File: config.mk
export PLATFORM = sky130hd
export DESIGN_NAME = vga_rect_scheduler
export DESIGN_NICKNAME = d
export VERILOG_FILES = /design/src/rtl/snake_vga_pkg.sv /design/src/rtl/rr_arbiter.sv /design/src/rtl/vga_rect_scheduler.sv
export SDC_FILE = /design/constraint.sdc
export NUM_CORES = 1
export LEC_CHECK = 0
export BUFFER_PORTS_ARGS = -buffer_cell sky130_fd_sc_hd__buf_4
export CORE_ASPECT_RATIO = 2
export CORE_MARGIN = 5
export CORE_UTILIZATION = 40
export DETAILED_ROUTE_END_ITERATION = 8
export PLACE_DENSITY_LB_ADDON = 0.08
export SYNTH_ARGS = -nofsm -noshare
export SYNTH_HDL_FRONTEND = slang
export SYNTH_SLANG_ARGS = --single-unit
File: constraint.sdc
create_clock -name clk -period 5.1 [get_ports clk]
set_input_delay 0.51 -clock clk [delete_from_list [all_inputs] [get_ports clk]]
set_output_delay 0.51 -clock clk [all_outputs]
set_load 0.01 [all_outputs]
File: src/rtl/snake_vga_pkg.sv
// Shared types and screen constants for the snake game's VGA drawing path.
// Holds the rectangle descriptor and the scheduler state encoding.
package snake_vga_pkg;

    localparam int SCREEN_W = 160;
    localparam int SCREEN_H = 120;

    typedef logic [2:0] colour_t;

    typedef struct packed {
        logic [7:0] x;
        logic [6:0] y;
        logic [7:0] w;
        logic [6:0] h;
        colour_t    colour;
    } rect_t;

    typedef enum logic [1:0] {
        IDLE = 2'd0,
        DRAW = 2'd1,
        DONE = 2'd2
    } sched_state_t;

endpackage

File: src/rtl/rr_arbiter.sv
// Combinational round-robin pick: scans req from ptr upward (mod N) and returns
// a one-hot winner plus its index. The pointer itself lives in the parent.
module rr_arbiter #(
    parameter int N  = 3,
    parameter int IW = (N > 1) ? $clog2(N) : 1
) (
    input  logic [N-1:0]  i_req,
    input  logic [IW-1:0] i_ptr,
    output logic [N-1:0]  o_grant,
    output logic [IW-1:0] o_idx,
    output logic          o_valid
);

    logic [IW-1:0] w_cand;

    // NOTE: every output gets a default before the scan so no path leaves a latch behind.
    always_comb begin
        o_grant = '0;
        o_idx   = '0;
        o_valid = 1'b0;
        w_cand  = '0;
        for (int k = 0; k < N; k++) begin
            w_cand = IW'((int'(i_ptr) + k) % N);
            if (!o_valid && i_req[w_cand]) begin
                o_valid         = 1'b1;
                o_idx           = w_cand;
                o_grant[w_cand] = 1'b1;
            end
        end
    end

endmodule

File: src/rtl/vga_rect_scheduler.sv
// Shares the VGA adapter plot port between N rectangle requesters: round-robin grant,
// then one pixel per clock with clipping to the visible screen.
module vga_rect_scheduler #(
    parameter int N_REQ    = 3,
    parameter int SCREEN_W = snake_vga_pkg::SCREEN_W,
    parameter int SCREEN_H = snake_vga_pkg::SCREEN_H
) (
    input  logic               clk,
    input  logic               rst,
    input  logic [N_REQ-1:0]   req,
    input  logic [N_REQ*8-1:0] rect_x,
    input  logic [N_REQ*7-1:0] rect_y,
    input  logic [N_REQ*8-1:0] rect_w,
    input  logic [N_REQ*7-1:0] rect_h,
    input  logic [N_REQ*3-1:0] rect_colour,
    output logic [N_REQ-1:0]   grant,
    output logic [N_REQ-1:0]   done,
    output logic               busy,
    output logic [7:0]         vga_x,
    output logic [6:0]         vga_y,
    output logic [2:0]         vga_colour,
    output logic               vga_plot
);

    import snake_vga_pkg::rect_t;
    import snake_vga_pkg::colour_t;
    import snake_vga_pkg::sched_state_t;
    import snake_vga_pkg::IDLE;
    import snake_vga_pkg::DRAW;
    import snake_vga_pkg::DONE;

    localparam int IW = (N_REQ > 1) ? $clog2(N_REQ) : 1;

    sched_state_t     r_state, w_next;
    logic [IW-1:0]    r_ptr, r_idx, w_win_idx;
    logic [N_REQ-1:0] w_win_oh, r_grant, r_done;
    logic             w_win_valid;
    rect_t            r_rect, w_sel;
    logic [7:0]       r_cx, r_x;
    logic [6:0]       r_cy, r_y;
    colour_t          r_colour;
    logic             r_plot;
    logic [8:0]       w_px;
    logic [7:0]       w_py;
    logic             w_last_col, w_last_pix, w_sel_empty;

    rr_arbiter #(.N(N_REQ), .IW(IW)) u_arb (
        .i_req   (req),
        .i_ptr   (r_ptr),
        .o_grant (w_win_oh),
        .o_idx   (w_win_idx),
        .o_valid (w_win_valid)
    );

    always_comb begin
        w_sel.x      = rect_x[8*w_win_idx +: 8];
        w_sel.y      = rect_y[7*w_win_idx +: 7];
        w_sel.w      = rect_w[8*w_win_idx +: 8];
        w_sel.h      = rect_h[7*w_win_idx +: 7];
        w_sel.colour = rect_colour[3*w_win_idx +: 3];
        w_sel_empty  = (w_sel.w == 8'd0) || (w_sel.h == 7'd0);
        // Widened sums so off-screen coordinates clip instead of wrapping back on-screen.
        w_px         = {1'b0, r_rect.x} + {1'b0, r_cx};
        w_py         = {1'b0, r_rect.y} + {1'b0, r_cy};
        w_last_col   = (r_cx == r_rect.w - 8'd1);
        w_last_pix   = w_last_col && (r_cy == r_rect.h - 7'd1);
    end

    always_comb begin
        w_next = r_state;
        unique case (r_state)
            IDLE:    if (w_win_valid) w_next = w_sel_empty ? DONE : DRAW;
            DRAW:    if (w_last_pix) w_next = DONE;
            DONE:    w_next = IDLE;
            default: w_next = IDLE;
        endcase
    end

    always_ff @(posedge clk) begin
        if (rst) r_state <= IDLE;
        else     r_state <= w_next;
    end

    // NOTE: the latched rectangle and raster counters are reset along with the outputs so a
    // reset mid-draw leaves nothing stale; these are a few flops, not a memory array.
    always_ff @(posedge clk) begin
        if (rst) begin
            r_ptr    <= '0;
            r_idx    <= '0;
            r_rect   <= '0;
            r_cx     <= '0;
            r_cy     <= '0;
            r_grant  <= '0;
            r_done   <= '0;
            r_x      <= '0;
            r_y      <= '0;
            r_colour <= '0;
            r_plot   <= 1'b0;
        end else begin
            r_done <= '0;
            r_plot <= 1'b0;
            unique case (r_state)
                IDLE: begin
                    r_grant <= w_win_oh;
                    if (w_win_valid) begin
                        r_rect <= w_sel;
                        r_idx  <= w_win_idx;
                        r_cx   <= '0;
                        r_cy   <= '0;
                    end
                end
                DRAW: begin
                    r_x      <= w_px[7:0];
                    r_y      <= w_py[6:0];
                    r_colour <= r_rect.colour;
                    r_plot   <= (w_px < 9'(SCREEN_W)) && (w_py < 8'(SCREEN_H));
                    if (w_last_col) begin
                        r_cx <= '0;
                        r_cy <= r_cy + 7'd1;
                    end else begin
                        r_cx <= r_cx + 8'd1;
                    end
                end
                DONE: begin
                    r_done <= r_grant;
                    r_ptr  <= (r_idx == IW'(N_REQ - 1)) ? '0 : r_idx + 1'b1;
                end
                default: ;
            endcase
        end
    end

    assign grant      = r_grant;
    assign done       = r_done;
    assign busy       = (r_state != IDLE);
    assign vga_x      = r_x;
    assign vga_y      = r_y;
    assign vga_colour = r_colour;
    assign vga_plot   = r_plot;

endmodule

==> results.md, run 1 <==
- Flops & latches, synth: ~80
- Sequential cell area fraction in the yosys report: 32.5%
- Final #Nets: 884
- Top post-synthesis cells by area: dfxtp_1, nand2_1, a21oi_1
- Worst setup EP type: flip-flop
- Final Cell Area: a little over 6000 um^2
- Met3 usage: under 10%
- Pwr dens: 397 nW/um^2
- Initial Utilization: 40.4%
- Yosys warning count: 0
- Fmax achieved: 291 MHz
- I/O Pins: 130
- Clock Tree Buf Depth: 2
- Largest net degree at the start of global routing: 75
- Top cells by count, synth: nand2_1, nor2_1, dfxtp_1
- Core Region: 12,100 um^2
- N_diodes: 0
- Synth Cell Area: 4860 um^2
- Cell with the most instances after synthesis: nand2_1
- Endpoints failing hold: 0
- Setup tns final: 0 ns
- Critical path arrival: between 3 and 4 ns
- Synth top area share: 32.5%
- IO buf count: 129
- Worst hold path class: flip-flop to flip-flop
- Share of cells above drive strength 1: around a fifth
- CTS Sinks: 79
- Peak supply drop: approximately 280 uV
- Drt pass-1 iters: 5
- CP Launch Type: flip-flop
- Worst-path clk slew: approximately 0.06 ns
- Ys async rst share: 0%
- RD Place Congestion: slightly above 1
- Wire length per cell: around 17 um
- Worst-skew pair later-pin latency: around 0.34 ns
- GRT met1 Usage: between 20% and 30%
- Crit-path max FO: 22
- Number of remaining DRC errors: 0
- Final period util: 67.4%
- Crit path kind: flip-flop to flip-flop
- Max_cap viols: 0
- Hold_buf cts: 0
- Area after DPL: 5880 um^2
- Number of buffers created by CTS: 9
- Crit path time final: approximately 3.4 ns
- TritonCTS clock tree: done
- First-pass GRT wire length: 24,600 um
- DP HPWL: approximately 12,000 um
- GRT busiest layer: met2
- Top FF cell, synth: dfxtp_1
- CTS root buf: clkbuf_16
- Synth area leader: dfxtp_1
- GR Util met2: 40.9%
- Initial antenna violation count: 0
- Grt total ovfl: 0
- Unrepaired setup endpoints after global routing: no
- Netlist cell types: 58
- Clk_skew: roughly 0.007 ns
- Number of global-route vias before repair: slightly above 5,000
- Post-synth EDFFs: 0
- Post-CTS sizing: 0
- Syn Inst Count: 649
- Least-Margin Pin Slew: 1.11 ns
- Chip Height: around 170 um
- Pins over their slew limit: 0
- Leakage: roughly 2.7 nW
- Final Util: 51.5%
- Area Growth Syn to Fin: 27.6%
- Row count: 57
- Die area: 14,600 um^2
- Status: complete, no violations
- Die width: 88.0 um
- Antenna-violating nets left: 0
- Final wirelength: around 15,000 um
- Setup violators final: 0
- H-Tree Depth: 3
- DR iter-0 viols: ~260
- Total GRT Usage: about a fifth
- Avg Cell Area, Syn: approximately 7.5 um^2
- Slew HR: between 20% and 30%
- Via count: roughly 5,000
- Net Count, Synth: 778
- DR vias/cell: approximately 5.5
- Crit path required time: approximately 5.3 ns
- Post-CTS setup buffers: 0
-- placed cells by master (no fill, tap or decap), types with 5 or more instances in the layout --
cell type / instances
buf_4: 133
nand2_1: 129
nor2_1: 80
dfxtp_1: 79
a21oi_1: 77
xnor2_1: 23
ha_1: 23
a311oi_1: 20
inv_1: 16
o21ai_0: 14
nand4_1: 14
o211ai_1: 13
xor2_1: 13
nand3_1: 9
clkbuf_16: 9
nand3b_1: 8
and3_1: 8
nor3_1: 8
a211oi_1: 6
mux2i_1: 5
nand2b_1: 5
nor2b_1: 5
a21o_1: 5
-- kinds of logic after synthesis --
group / after synthesis / share of synthesized area (%)
DFF: 79 / 32.5
xor gates and xnor gates: 36 / 6.48
and+or+nand+nor: 286 / 26.4
adders and majority gates: 25 / 6.74
muxes: 7 / 1.57
buffers and inverters: 54 / 4.60
AOI/OAI and AO/OA: 162 / 21.6
-- routing by layer --
layer	vias up	part of all wire, %
li1	2489	-
met1	2288	36
met2	148	58
met3	30	4.1
met4	0	2.1
met5	-	0
-- path summary, 6_finish.rpt --
kind / slack, ns / cells after the start / endpoint / start
hold reg to reg: 0.45 / 2 / vga_x[5] / vga_x[5]
setup / recovery: 1.66 / 11 / r_state[0] / r_ptr[0]
setup reg to reg: 1.66 / 11 / r_state[0] / r_ptr[0]
hold / removal: 0.45 / 2 / vga_x[5] / vga_x[5]
-- critical path, stage by stage, from the launching register on --
cell and delay (ns):
dfxtp_1 0.37, inv_1 0.08, ha_1 0.44, mux2i_1 0.29
o21ai_2 0.16, o311ai_2 0.77, nand2_1 0.13, buf_4 0.26
o311ai_0 0.27, o21ai_0 0.13, and4b_1 0.31, o41ai_1 0.06
-- state kept, by name (all words and copies together), names as in the netlist --
signal and count:
done 3, grant 3, r_cx 8, r_cy 7
r_idx 2, r_ptr 2, r_rect 33, r_state 2
vga_colour 3, vga_plot 1, vga_x 8, vga_y 7
-- final cells by class --
cell class / count / area (um^2)
fillers: 1213 / 5850
well taps: 147 / 184
flip-flops and latches: 79 / 1580
clock buffers: 10 / 229
repair buffers: 133 / 998
clock inverters: 6 / 93.8
multi-input cells: 516 / 3060
inverters: 16 / 60.1
-- report_power, final --
group | leakage, nW | total (mW) | internal [mW] | switching [mW]
Clock | 0.153 | 0.694 | 0.432 | 0.262
Sequential | 0.645 | 0.820 | 0.725 | 0.0950
Combinational | 1.91 | 0.953 | 0.391 | 0.561
Total | 2.71 | 2.47 | 1.55 | 0.918
-- metrics by stage --
stage	hold slack, ns	setup slack, ns	total power, mW	std cells
after CTS	0.454	1.67	2.49	907
after global placement	0.439	1.83	1.77	891
after global routing	0.474	1.37	2.65	907
after floorplan	0.432	2.41	1.48	649
final	0.453	1.66	2.47	907
after detailed placement	0.445	1.67	1.79	891
No activity file was read; power rests on OpenSTA's default activity.
==> run 2, diff against run 1 <==
==> constraint.sdc (replaced) <==
create_clock -name clk -period 3.2 [get_ports clk]
set_input_delay 0.32 -clock clk [delete_from_list [all_inputs] [get_ports clk]]
set_output_delay 0.32 -clock clk [all_outputs]
set_load 0.01 [all_outputs]
==> results.md, run 2 (same netlist as run 1, synthesis figures left out) <==
- Fmax achieved: 331 MHz (+14%)
- Crit path required time: 3.39 ns (-1.90 ns)
- Critical path startpoint: r_ptr[0]
- Share of cells above drive strength 1: 21.8% (+0.88 points)
- Crit-path max FO: 13 (-41%)
- Commonest cells after routing, fill and taps aside: buf_4, nand2_1, nor2_1, dfxtp_1, a21oi_1
- Initial Utilization: 40.4% (unchanged)
- Grt total ovfl: 0 (unchanged)
- Crit path kind: flip-flop to flip-flop
- Max_cap viols: 0 (unchanged)
- Worst hold path class: input pin to flip-flop
- Reg2reg setup slack: 0.18 ns (-1.49 ns)
- Via count: 4,984 (+0.59%)
- Wire length per cell: 16.8 um (+0.15%)
- Worst hold start: rect_h[18]
- Worst hold stages: 4 (+2)
- Antenna-violating nets left: 0 (unchanged)
- Setup tns final: 0 ns (unchanged)
- DR iter-0 viols: 233 (-11%)
- RD Place Congestion: 0.842 (-18%)
- Post-CTS setup buffers: 0 (unchanged)
- Clock Tree Buf Depth: 2 (unchanged)
- Critical path arrival: 3.21 ns (-0.41 ns)
- Worst reg2reg path startpoint: r_ptr[0]
- Clk_skew: 0.00998 ns (+0.00312 ns)
- Initial antenna violation count: 0 (unchanged)
- Endpoints failing hold: 0 (unchanged)
- Worst-path clk slew: 0.06 ns (about the same)
- Drt pass-1 iters: 4 (-1)
- Status: complete, no violations
- Total GRT Usage: 21.5% (+0.25 points)
- Die width: 88.0 um (unchanged)
- First-pass GRT wire length: 24,700 um (+0.34%)
- CP Launch Type: flip-flop
- DR vias/cell: 5.46 (about the same)
- CTS root buf: clkbuf_16
- Core Region: 12,100 um^2 (unchanged)
- Number of buffers created by CTS: 9 (unchanged)
- Unrepaired setup endpoints after global routing: no
- Crit path time final: 3.02 ns (-0.411 ns)
- Area after DPL: 5940 um^2 (+0.98%)
- Critical Path Slowest Stage Cell: or4_1
- Leakage: 2.72 nW (+0.24%)
- Area Growth Syn to Fin: 27.9%
- Final period util: 94.5% (+27 points)
- Crit-path max cell delay: 0.55 ns (-0.22 ns)
- Least-Margin Pin Slew: 0.906 ns (-0.204 ns)
- Final #Nets: 890 (+0.68%)
- Slew HR: 39.6% (+14 points)
- Commonest non-fill, non-tap cell in the layout: buf_4
- Number of global-route vias before repair: 5,057 (-1.1%)
- IO buf count: 129 (unchanged)
- Pwr dens: 617 nW/um^2 (+55%)
- CTS Sinks: 79 (unchanged)
- DP HPWL: 12,400 um (+3.4%)
- Final wirelength: 15,400 um (+0.81%)
- Largest reg by FF count: r_rect
- N_diodes: 0 (unchanged)
- Worst setup EP type: flip-flop
- Hold Path Sink: r_rect[7]
- Filler cell count in the final layout: 1,203 (-0.82%)
- Row count: 57 (unchanged)
- Peak supply drop: 409 uV (+48%)
- Multi-input gate area in the final layout: 3070 um^2 (+0.20%)
- Largest net degree at the start of global routing: 75 (unchanged)
- Worst-skew pair later-pin latency: 0.34 ns (about the same)
- Number of remaining DRC errors: 0 (unchanged)
- Final Cell Area: 6220 um^2 (+0.24%)
- Reg2reg path depth: 10 (-1)
- Die area: 14,600 um^2 (unchanged)
- Setup violators final: 0 (unchanged)
- Crit-path cells: inv_1, ha_2, mux2i_1, o21ai_2, o311a_4, nor2_8, o211ai_1, or4_1, nor2_1, o41ai_1
- Register area: 1580 um^2 (unchanged)
- Chip Height: 166 um (unchanged)
- I/O Pins: 130 (unchanged)
- H-Tree Depth: 3 (unchanged)
- FF-to-FF End: r_state[0]
- Max FFs per register: 33 (unchanged)
- Pins over their slew limit: 0 (unchanged)
- TritonCTS clock tree: done
==> run 2: worst max-delay path by stage <==
stage            endpoint  slack, ns  depth (start not counted)
2_1_floorplan  r_state[0]       0.51                         11
3_3_place_gp   r_state[0]       0.24                         10
3_5_place_dp   r_state[0]       0.16                         10
4_1_cts        r_state[0]       0.16                         10
5_1_grt        r_state[0]       0.03                         11
6_report       r_state[0]       0.18                         10
==> run 2: layout make-up <==
type | count | share of cell area [%]
Clock buffer | 10 | 3.68
Multi-Input combinational cell | 516 | 49.3
Tap cell | 147 | 2.96
Inverter | 16 | 0.965
Clock inverter | 6 | 0.724
Timing Repair Buffer | 139 | 17.0
Sequential cell | 79 | 25.4
==> run 2: stage by stage <==
stage,power [mW],cells,worst slack [ns],utilization [%],hold slack (ns)
6_report,3.84,913,0.175,51.6,0.379
5_1_grt,4.13,913,0.0320,51.6,0.429
4_1_cts,3.88,913,0.158,51.6,0.368
3_5_place_dp,2.93,897,0.159,49.3,0.449
3_3_place_gp,2.89,897,0.235,49.3,0.443
2_1_floorplan,2.37,649,0.510,-,0.432
==> run 2: report_power, final <==
part           total [mW]  leakage (nW)  internal (mW)  switching [mW]
logic                1.59          1.95          0.666           0.921
registers            1.31         0.645           1.15           0.157
clock network       0.941         0.126          0.529           0.411
total                3.84          2.72           2.35            1.49
==> run 2: per-layer routing <==
metal,track usage (%),wire [um]
met1,21.9,5490
met4,12.8,779
met3,3.18,463
met2,39.6,8620
met5,0,0
==> run 2: repair_timing <==
| action | CTS | global route |
|---|---|---|
| hold buffers | 0 | 0 |
| endpoints found under the setup margin | 0 | 2 |
| resized for setup | 0 | 2 |
==> run 2: critical path, delay by kind of cell, from the launching register on <==
kind	cells	cell delay, ns
muxes	1	0.24
DFF	1	0.38
AOI/OAI and AO/OA	4	0.85
buffers and inverters	1	0.08
and+or+nand+nor	3	0.93
adders and majority gates	1	0.41
